## config.mk

```make
export PLATFORM = sky130hd
export DESIGN_NAME = prime_sched
export DESIGN_NICKNAME = d
export VERILOG_FILES = /design/src/rtl/prime_sched.sv
export SDC_FILE = /design/constraint.sdc
export NUM_CORES = 1
export LEC_CHECK = 0
export ABC_AREA = 0
export CAP_MARGIN = 10
export CORE_MARGIN = 2
export CORE_UTILIZATION = 43
export DETAILED_ROUTE_END_ITERATION = 6
export PLACE_DENSITY = 0.64
export SLEW_MARGIN = 40
export SYNTH_ARGS = -nofsm -noshare
export SYNTH_HDL_FRONTEND = slang
export SYNTH_SLANG_ARGS = --single-unit
export TNS_END_PERCENT = 30
```

## constraint.sdc

```tcl
create_clock -name clk -period 13.6 [get_ports clk]
set_input_delay 2.04 -clock clk [delete_from_list [all_inputs] [get_ports clk]]
set_output_delay 2.04 -clock clk [all_outputs]
set_load 0.005 [all_outputs]
```

## src/rtl/prime_sched.sv

```systemverilog
// prime_sched: two-requester round-robin front end over an iterative trial-division primality engine.
// Optional build macro PRIME_ODD_SKIP_EN: after divisor 2, only odd divisors are tried.

module prime_sched #(
    parameter int WIDTH = 8
) (
    input  logic             clk,
    input  logic             rst,
    input  logic             req0_valid,
    input  logic [WIDTH-1:0] req0_num,
    output logic             req0_ready,
    input  logic             req1_valid,
    input  logic [WIDTH-1:0] req1_num,
    output logic             req1_ready,
    output logic             rsp_valid,
    output logic             rsp_id,
    output logic [WIDTH-1:0] rsp_num,
    output logic             rsp_prime,
    output logic             busy
);

    typedef enum logic [1:0] {
        IDLE  = 2'd0,
        CHECK = 2'd1,
        DONE  = 2'd2
    } state_t;

    localparam logic [WIDTH:0] D_ONE = (WIDTH+1)'(1);
    localparam logic [WIDTH:0] D_TWO = (WIDTH+1)'(2);

    // Divisor sequence: 2,3,4,... by default, or 2,3,5,7,... with odd skipping.
    function automatic logic [WIDTH:0] next_divisor(input logic [WIDTH:0] d);
`ifdef PRIME_ODD_SKIP_EN
        if (d == D_TWO) begin
            next_divisor = d + D_ONE;
        end else begin
            next_divisor = d + D_TWO;
        end
`else
        next_divisor = d + D_ONE;
`endif
    endfunction

    state_t             state_r;
    logic               last_grant_r;
    logic [WIDTH-1:0]   num_r;
    logic               id_r;
    logic [WIDTH:0]     d_r;
    logic               rsp_valid_r;
    logic               rsp_id_r;
    logic [WIDTH-1:0]   rsp_num_r;
    logic               rsp_prime_r;
    logic               busy_r;

    logic               idle_s;
    logic               r0_s;
    logic               r1_s;
    logic               accept_s;
    logic [WIDTH-1:0]   sel_num_s;
    logic               sel_id_s;
    logic               sel_small_s;
    logic [2*WIDTH+1:0] sq_s;
    logic [2*WIDTH+1:0] num_ext_s;
    logic [WIDTH:0]     rem_s;
    logic               d_over_s;
    logic               d_divides_s;

    // Round-robin arbitration: on a tie the requester not granted last time wins.
    always_comb begin
        idle_s   = (state_r == IDLE);
        r0_s     = idle_s & req0_valid & (~req1_valid | last_grant_r);
        r1_s     = idle_s & req1_valid & (~req0_valid | ~last_grant_r);
        accept_s = r0_s | r1_s;
        if (r1_s) begin
            sel_num_s = req1_num;
            sel_id_s  = 1'b1;
        end else begin
            sel_num_s = req0_num;
            sel_id_s  = 1'b0;
        end
        sel_small_s = (sel_num_s[WIDTH-1:1] == '0);
    end

    // Trial step: square is formed at full width so it can never wrap past num.
    always_comb begin
        sq_s        = {{(WIDTH+1){1'b0}}, d_r} * {{(WIDTH+1){1'b0}}, d_r};
        num_ext_s   = {{(WIDTH+2){1'b0}}, num_r};
        rem_s       = {1'b0, num_r} % d_r;
        d_over_s    = (sq_s > num_ext_s);
        d_divides_s = (rem_s == '0);
    end

    // Engine FSM; response fields are loaded on entry to DONE and held afterwards.
    always_ff @(posedge clk or posedge rst) begin
        if (rst) begin
            state_r      <= IDLE;
            last_grant_r <= 1'b1;
            num_r        <= '0;
            id_r         <= 1'b0;
            d_r          <= D_TWO;
            rsp_valid_r  <= 1'b0;
            rsp_id_r     <= 1'b0;
            rsp_num_r    <= '0;
            rsp_prime_r  <= 1'b0;
            busy_r       <= 1'b0;
        end else begin
            case (state_r)
                IDLE: begin
                    rsp_valid_r <= 1'b0;
                    if (accept_s) begin
                        num_r        <= sel_num_s;
                        id_r         <= sel_id_s;
                        last_grant_r <= sel_id_s;
                        d_r          <= D_TWO;
                        busy_r       <= 1'b1;
                        if (sel_small_s) begin
                            rsp_valid_r <= 1'b1;
                            rsp_id_r    <= sel_id_s;
                            rsp_num_r   <= sel_num_s;
                            rsp_prime_r <= 1'b0;
                            state_r     <= DONE;
                        end else begin
                            state_r <= CHECK;
                        end
                    end else begin
                        busy_r <= 1'b0;
                    end
                end
                CHECK: begin
                    busy_r <= 1'b1;
                    if (d_over_s) begin
                        rsp_valid_r <= 1'b1;
                        rsp_id_r    <= id_r;
                        rsp_num_r   <= num_r;
                        rsp_prime_r <= 1'b1;
                        state_r     <= DONE;
                    end else if (d_divides_s) begin
                        rsp_valid_r <= 1'b1;
                        rsp_id_r    <= id_r;
                        rsp_num_r   <= num_r;
                        rsp_prime_r <= 1'b0;
                        state_r     <= DONE;
                    end else begin
                        d_r <= next_divisor(d_r);
                    end
                end
                DONE: begin
                    rsp_valid_r <= 1'b0;
                    busy_r      <= 1'b0;
                    state_r     <= IDLE;
                end
                default: begin
                    rsp_valid_r <= 1'b0;
                    busy_r      <= 1'b0;
                    state_r     <= IDLE;
                end
            endcase
        end
    end

    assign req0_ready = r0_s;
    assign req1_ready = r1_s;
    assign rsp_valid  = rsp_valid_r;
    assign rsp_id     = rsp_id_r;
    assign rsp_num    = rsp_num_r;
    assign rsp_prime  = rsp_prime_r;
    assign busy       = busy_r;

endmodule

```

# ---- After elaboration in Yosys (flattened, before gate mapping)
# Index checks and enable logic that the tools add are counted.
dict set report op_classes {
  add_sub_neg 1
  mul 1
  n_div 1
  n_lt_le_gt_ge 1
  n_eq_ne 6
  shifts 0
  n_mux 33
  bitwise_logic 10
  n_reduce_logical 8
}
# op count
set op_table {}
lappend op_table {{8-bit two-way mux} 5}
lappend op_table {{9-bit two-way mux} 3}
lappend op_table {{18-bit by 8-bit greater-than comparator with 1-bit output} 1}
lappend op_table {{9-bit by 9-bit multiplier with 18-bit output} 1}
lappend op_table {{9-bit case mux with 2 select lines} 1}
lappend op_table {{8-bit case mux with 2 select lines} 1}
lappend op_table {{1-bit two-way mux} 14}
lappend op_table {{9-bit by 1-bit adder with 9-bit output (second input constant)} 1}
lappend op_table {{9-bit logical NOT} 1}
lappend op_table {{8-bit by 9-bit modulo with 9-bit output} 1}
lappend op_table {{2-bit two-way mux} 4}
lappend op_table {{1-bit case mux with 2 select lines} 4}
lappend op_table {{4-bit AND reduction} 2}
lappend op_table {{7-bit logical NOT} 1}
lappend op_table {{1-bit bitwise AND} 4}
lappend op_table {{2-bit by 1-bit inequality test with 1-bit output (second input constant)} 2}
lappend op_table {{2-bit inequality test (second input constant)} 2}
lappend op_table {{2-bit case mux with 2 select lines} 1}
lappend op_table {{2-bit AND reduction} 2}
lappend op_table {{3-bit inequality test (second input constant)} 1}
lappend op_table {{1-bit NOT} 3}
lappend op_table {{1-bit OR} 3}
lappend op_table {{2-bit by 1-bit equality test with 1-bit output (second input constant)} 1}
lappend op_table {{2-bit logical NOT} 1}
lappend op_table {{2-bit nonzero test} 1}
dict set report totals {
  reg_bits 33
  latchBits 0
  ram_bits 0
  mem_bits_ro 0
  mem_count 0
}

# ---- Longest topological paths before layout
# Gate-level depths: netlist of the first run.
dict set report logic_depth {
  word_depth 8
  ltp_mapped 63
  depth_no_buf 58
}

# ---- Worst setup path after synthesis of the first run
# No wires, ideal clock.
dict set report synth_path {
  kind {register to register}
  start {register d_r[1]}
  end {register rsp_num_r[0], in the netlist rsp_num[0]}
  arrival_time_ns 13.475
  setup_slack_ns -0.001
  path_stages_with_launch 60
  n_path_buf 5
  synth_period_minus_slack_ns 13.601
  cell_sequence {dfstp_2 clkinv_1 ha_1 nor4b_1 nand3_1 nor4_1 ha_1 or4b_2 nand4_1 nor2_1 ha_1 o211ai_1 a211oi_4 or3b_1 o21ai_4 ha_1 o21a_1 o22ai_1 [... 24 more ...] ha_1 nor2b_1 o21bai_1 a31o_2 a211oi_1 buf_6 clkbuf_1 mux2_2 ha_1 a211oi_1 a21oi_1 o21ai_0 o2111ai_1 a2111oi_0 a211oi_2 a21oi_2 buf_6 mux2_4}
}
dict set report synth_via {
  elab_chain_len 4
  elab_cells_between_ends 8
}
# item line
set synth_rtl {}
lappend synth_rtl {{start, declared} 48} ;# logic [WIDTH:0] d_r;
lappend synth_rtl {{start signal, assigned} 144} ;# d_r <= next_divisor(d_r);
lappend synth_rtl {{8-bit by 9-bit modulo with 9-bit output or 9-bit by 9-bit multiplier with 18-bit output (tied branches)} {88, 86}}
lappend synth_rtl {{9-bit logical NOT or 18-bit by 8-bit greater-than comparator with 1-bit output (tied branches)} {90, 89}}
lappend synth_rtl {{3-bit inequality test (no source line) or 8-bit two-way mux (tied branches)} n/a}
lappend synth_rtl {{4-bit AND reduction (no source line) or 8-bit case mux with 2 select lines (tied branches)} n/a}
lappend synth_rtl {{end signal, assigned} 119} ;# rsp_num_r <= sel_num_s;
lappend synth_rtl {{end signal, assigned} 134} ;# rsp_num_r <= num_r;
lappend synth_rtl {{end signal, assigned} 140} ;# rsp_num_r <= num_r;
lappend synth_rtl {{end, declared} 51} ;# logic [WIDTH-1:0] rsp_num_r;
# Several ways; a longest one is shown, not always the timed one.
# A chain may end at the register's enable or synchronous reset.

# ---- Worst setup path after layout of the first run
dict set report layout_path {
  start {register d_r[5]}
  end {register d_r[8]}
}
dict set report layout_via {
  elab_chain_len 4
  elab_cells_between_ends 11
}
# item line
set layout_rtl {}
lappend layout_rtl {{8-bit by 9-bit modulo with 9-bit output, or another cell as far along} 88} ;# rem_s = {1'b0, num_r} % d_r;
lappend layout_rtl {{9-bit logical NOT, or another cell as far along} 90} ;# d_divides_s = (rem_s == '0);
lappend layout_rtl {{2-bit inequality test (no source line) or 9-bit two-way mux (tied branches)} n/a}
lappend layout_rtl {{4-bit AND reduction (no source line) or 9-bit case mux with 2 select lines (tied branches)} n/a}
# Several ways; a longest one is shown, not always the timed one. The select of a mux whose other input is x is not followed.

==> impl_results.md, run 1 <==
* Final setup violation count at 0
* WP data arrival at 13,360 ps
* Fin crit share at 96.8%
* Top cell by count, worst path: ha_1
* Global placement routability congestion at 0.939
* CTS clk-pin slew, worst paths at 60 ps
* Initial DRC Count at 395
* #FFs+latches synth at 33
* Compound-Gate Fraction of Synth Area at 22.7%
* CTS tree: yes
* Met2 WL at 8.62 mm
* Critical path launch point type: flip-flop
* Vias in the first global route at 6,102
* Remaining global-route overflow at 0
* CTS sink cnt at 33
* Die width at 126 µm
* Syn. warnings at 0
* Gr usage total at 22.1%
* Wirelength per Cell at 17.6 µm
* Tmin final at 13,160 ps
* Final Hold Viols at 0
* Dominant synthesized flop cell: dfrtp_1
* Ant. Diodes at 0
* Cell family with most CP delay: simple AND/OR/NAND/NOR gates
* Post-synthesis mux area share at 5.60%
* FMAX at 0.0760 GHz
* Hold-fix buffers, CTS at 0
* Synthesized netlist cell count at 762
* Drt via density at 5.94
* Net count, final at 964
* Synth cell types at 87
* WP buf/inv at 4
* I/O Buffers at 33
* Sequential-to-total area share from yosys stat at 12.9%
* Largest family of logic cells by synthesized area: adder cells
* Worst skew pair latency at 270 ps
* CP Capture Type: flip-flop
* Max Used Layer: met4
* HPWL after DPL at 13.9 mm
* RSZ-0062 raised after global routing: yes
* Fill cells at 1,376
* Drt drc at 0
* H-Tree Depth at 2
* First-pass GRT wire length at 29.5 mm
* Post-Syn Nets at 906
* WHS at 498 ps
* Xor and xnor area share after synthesis at 4.10%
* Total CTS buffers at 5
* Number of flops mapped to enable cells by yosys at 0
* Avg Inst Size Synth at 8.42 µm²
* Fraction of registers with async set/reset at 100%
* Status: complete, no violations
* Crit path largest cell delay at 650 ps
* Chip height at 126 µm
* Largest net degree at the start of global routing at 34
* Hold Path Class: flip-flop to flip-flop
* Multi-input logic area at 5310 µm²
* Area growth from synthesis to layout at 17.1%
* Maximum fanout along the worst path at 13
* Cell Area, Synth at 6410 µm²
* FF+latch area at 830 µm²
* Io pins at 34
* Max-slew headroom at 55.2%
* Slowest-stage cell, CP: or4b_2
* Share of layout cells above drive strength 1 at 16.8%
* Routed Antenna Nets at 0
* Slew @ Worst Pin at 671 ps
* Post-Synth Adder-Cell Area at 28.4%
* Initial antenna violation count at 0
* First-pass iteration count of the detailed router at 5
* Clock Path Buffers at 2
* Root Buffer: clkbuf_16
* Synth Area in Simple Gates at 18.9%
* Slew Viols, Final at 0
* WL final at 17.7 mm
* Starting Density at 44.1%
* Vias at 5,974
* CP Class: flip-flop to flip-flop
* # rows at 44
* Max-Cap Viols at 0
* Met3 Wirelength at 777 µm
* WL met1 at 7.98 mm
* Core ar. at 14,500 µm²
* Die area at 15,900 µm²
* Clock Skew at 4.41 ps
* Worst EP required at 13,800 ps
cell families (layout without fill, tap and decap cells):
logic type | Yosys count | count (layout)
buffers and inverters | 110 | 169
muxes | 31 | 31
AOI/OAI and AO/OA | 201 | 201
and+or+nand+nor | 233 | 233
adders and majority gates | 124 | 124
xor gates and xnor gates | 30 | 30
DFF | 33 | 33
placed cells by master, fill, tap and decap left out, drive strengths merged, types with 8 or more instances in the layout:
cell	synthesis	layout
o211ai	8	8
o21a	15	15
clkdlybuf4s50	0	33
clkinv	6	8
nand3	10	10
a21o	18	18
nand4	10	10
inv	76	76
a211oi	11	11
buf	12	46
a31oi	16	16
mux2i	16	16
or2	8	8
nor2	69	69
fa	36	36
nand2	51	51
ha	88	88
a21oi	34	34
xnor2	18	18
nor3	21	21
mux2	15	15
xor2	12	12
or3	11	11
nand2b	13	13
o21ai	38	38
dfrtp	31	31
layout make-up:
class	count	area share, %
Clock inverter	3	0.233
Tap cell	184	3.07
Timing Repair Buffer	79	9.12
Inverter	82	4.10
Sequential cell	33	11.1
Multi-Input combinational cell	619	70.8
Clock buffer	5	1.67
cell usage after synthesis, types with 4 or more instances:
library cell,count,area [µm²]
ha_1,88,1100
inv_1,75,282
nor2_1,69,259
nand2_1,50,188
o21ai_0,37,185
fa_1,36,721
a21oi_1,33,165
dfrtp_1,31,776
nor3_1,21,105
xnor2_1,18,158
a21o_1,17,128
mux2i_1,16,160
a31oi_1,15,93.8
clkbuf_1,15,56.3
o21a_1,15,113
nand2b_1,13,81.3
xor2_1,12,105
nand3_1,10,50.1
nand4_1,10,62.6
or3_1,10,62.6
a211oi_1,9,67.6
mux2_4,8,120
or2_2,8,50.1
mux2_2,7,78.8
o211ai_1,7,52.6
buf_6,6,67.6
clkinv_1,6,22.5
o2111ai_1,6,52.6
or2b_2,6,52.6
and3_1,5,31.3
nor2b_1,5,31.3
o31ai_1,5,37.5
a2111oi_0,4,35.0
nor4_1,4,25.0
nor4b_1,4,35.0
o21bai_1,4,30.0
o22ai_1,4,25.0
state kept, by name, indices dropped and copies added, names as in the netlist:
register	count
rsp_valid	1
rsp_num	8
rsp_id	1
id_r	1
last_grant_r	1
state_r	2
busy	1
rsp_prime	1
num_r	8
d_r	9
final timing paths:
| check | startpoint | end | slack, ps | cells past startpoint |
|---|---|---|---|---|
| max | d_r[5] | d_r[8] | 440 | 54 |
| max in group asynchronous | rst | last_grant_r | 11110 | 3 |
| min reg2reg | id_r | id_r | 500 | 1 |
| max reg2reg | d_r[5] | d_r[8] | 440 | 54 |
| min in group asynchronous | rst | state_r[0] | 2160 | 3 |
| min | id_r | id_r | 500 | 1 |
per-stage QoR:
step / setup TNS, ps / instance area [µm²] / utilization (%) / cells / setup slack (ps)
3_5_place_dp: -5200 / 7050 / 48.5 / 983 / -407
6_report: 0 / 7510 / 51.7 / 1005 / 436
4_1_cts: 0 / 7230 / 49.7 / 991 / 44.1
5_1_grt: -1370 / 7510 / 51.7 / 1005 / -187
3_3_place_gp: 0 / 7050 / 48.5 / 983 / 54.9
2_1_floorplan: 0 / 6410 / - / 762 / 101
what timing repair did:
| action | 4_1_cts | 5_1_grt |
|---|---|---|
| cloned | 0 | 1 |
| buffers inserted | 0 | 13 |
| hold endpoints to repair | 0 | 0 |
| gates resized for setup | 5 | 40 |
| endpoints found under the setup margin | 21 | 22 |
| pin swaps | 0 | 18 |
routing by layer:
metal | global-route usage, % | up-vias
met5 | 0 | -
met4 | 5.56 | 0
met3 | 2.00 | 26
li1 | - | 2880
met1 | 29.3 | 2883
met2 | 38.8 | 185
Power of run 1 is not shown: default switching activity piles up to over one toggle a cycle in this logic, so the estimate is an artifact.
==> inputs of run 2 (changes only) <==
Settings changed: RECOVER_POWER set to 25.
==> run 2 against run 1 <==
  * The run now ends with max-capacitance violations, max-slew violations left
  * Clock skew about the same
  * Via count about the same
  * Critical path depth is the same
  * Worst hold slack got worse by 0.57 ps
  * Sequential share of layout area hardly changed
  * Maximum frequency shrank 0.25%
  * Global-route usage unchanged
  * Sequential cell count unchanged
  * Cell count is the same
  * Critical endpoint unchanged
==> impl_results.md, run 2 (synthesis gave the netlist of run 1 again) <==
* Max-slew headroom at -19.1%
* Chip height at 126 µm
* CTS sink cnt at 33
* Clock Path Buffers at 2
* Most common cell after layout, fill and taps aside: ha_1
* Failing checks: max-capacitance violations, max-slew violations
* Vias in the first global route at 6,102
* RSZ-0062 raised after global routing: yes
* HPWL after DPL at 13.9 mm
* Ant. Diodes at 0
* Gr usage total at 22.1%
* CP Class: flip-flop to flip-flop
* Area growth from synthesis to layout at 17.0%
* Status: finished, violations left
* FMAX at 0.0758 GHz
* Fin crit share at 97.0%
* Clock Skew at 4.90 ps
* WP data arrival at 13,390 ps
* Crit path largest cell delay at 650 ps
* WL final at 17.7 mm
* CP Capture Type: flip-flop
* First-pass GRT wire length at 29.5 mm
* Critical path launch point type: flip-flop
* Global placement routability congestion at 0.939
* Slew Viols, Final at 34
* Largest net degree at the start of global routing at 34
* # rows at 44
* Core ar. at 14,500 µm²
* Starting Density at 44.1%
* Most frequent cells in the layout: ha_1, inv_1, nor2_1, nand2_1, buf_4
* Die area at 15,900 µm²
* Worst EP required at 13,800 ps
* Tmin final at 13,200 ps
* Max FFs per register at 9
* First-pass iteration count of the detailed router at 5
* Drt drc at 0
* H-Tree Depth at 2
* WHS at 497 ps
* Drt via density at 5.94
* Total CTS buffers at 5
* Routed Antenna Nets at 0
* CTS clk-pin slew, worst paths at 60 ps
* Initial antenna violation count at 0
* Setup TNS at 0 ps
* Final setup violation count at 0
* Remaining global-route overflow at 0
* Vias at 5,971
* Worst skew pair latency at 280 ps
* CTS tree: yes
* Largest reg by FF count: d_r
* Initial DRC Count at 391
* Slowest-stage cell, CP: or4b_2
* Hold-fix buffers, CTS at 0
* Maximum fanout along the worst path at 13
* Die width at 126 µm
* Slew @ Worst Pin at 1790 ps
* Net count, final at 964
* Root Buffer: clkbuf_16
* Final Hold Viols at 0
* I/O Buffers at 33
* Hold Path Class: flip-flop to flip-flop
* Top cell by count, worst path: ha_1
* Wirelength per Cell at 17.6 µm
* Share of layout cells above drive strength 1 at 16.7%
* Io pins at 34
* Max-Cap Viols at 1
run 2: cell count changes in the layout (fill, tap and decap cells not counted), sizes merged:
cell	before	now
clkdlybuf4s50	33	32
clkbuf	5	6
buf	46	45
dlygate4sd3	0	1
run 2: critical path, delay by kind of cell (launching register included):
kind | cells | cell delay, ps
compound gates | 17 | 3610
fa+ha+maj | 8 | 2460
buf+inv | 4 | 510
flops | 1 | 480
mux | 2 | 740
simple gates | 23 | 5330
run 2: worst paths after layout:
kind | startpoint | slack [ps] | end | cells after the start
setup / recovery | d_r[5] | 400 | d_r[8] | 54
hold / removal | id_r | 500 | id_r | 1
setup reg to reg | d_r[5] | 400 | d_r[8] | 54
hold reg to reg | id_r | 500 | id_r | 1
max in group asynchronous | rst | 9600 | d_r[5] | 3
min in group asynchronous | rst | 2840 | rsp_id | 3
run 2: metrics by stage:
stage	instance area, µm²	cells	utilization [%]	setup slack, ps
5_1_grt	7500	1005	51.6	-187
4_1_cts	7230	991	49.7	44.1
2_1_floorplan	6410	762	-	101
3_3_place_gp	7050	983	48.5	54.9
3_5_place_dp	7050	983	48.5	-407
6_report	7500	1005	51.6	403
run 2: repair_timing:
action,4_1_cts,5_1_grt
gates cloned,0,1
setup endpoints to repair,21,22
resized for setup,5,40
setup buffers,0,13
pin swaps,0,18
run 2: cell type report:
| class | count | area [µm²] |
|---|---|---|
| clock buffer | 5 | 125 |
| clock inverter | 3 | 17.5 |
| fill | 1378 | 7030 |
| inverter | 82 | 308 |
| multi-input combinational | 619 | 5310 |
| sequential | 33 | 830 |
| tap | 184 | 230 |
| timing repair buffer | 79 | 681 |
run 2: layer usage:
layer | track usage, % | share of wire, %
met5 | 0 | 0
met4 | 5.56 | 1.8
met3 | 2.00 | 4.4
met2 | 38.8 | 49
met1 | 29.3 | 45
Power of run 2 is left out for the same reason.
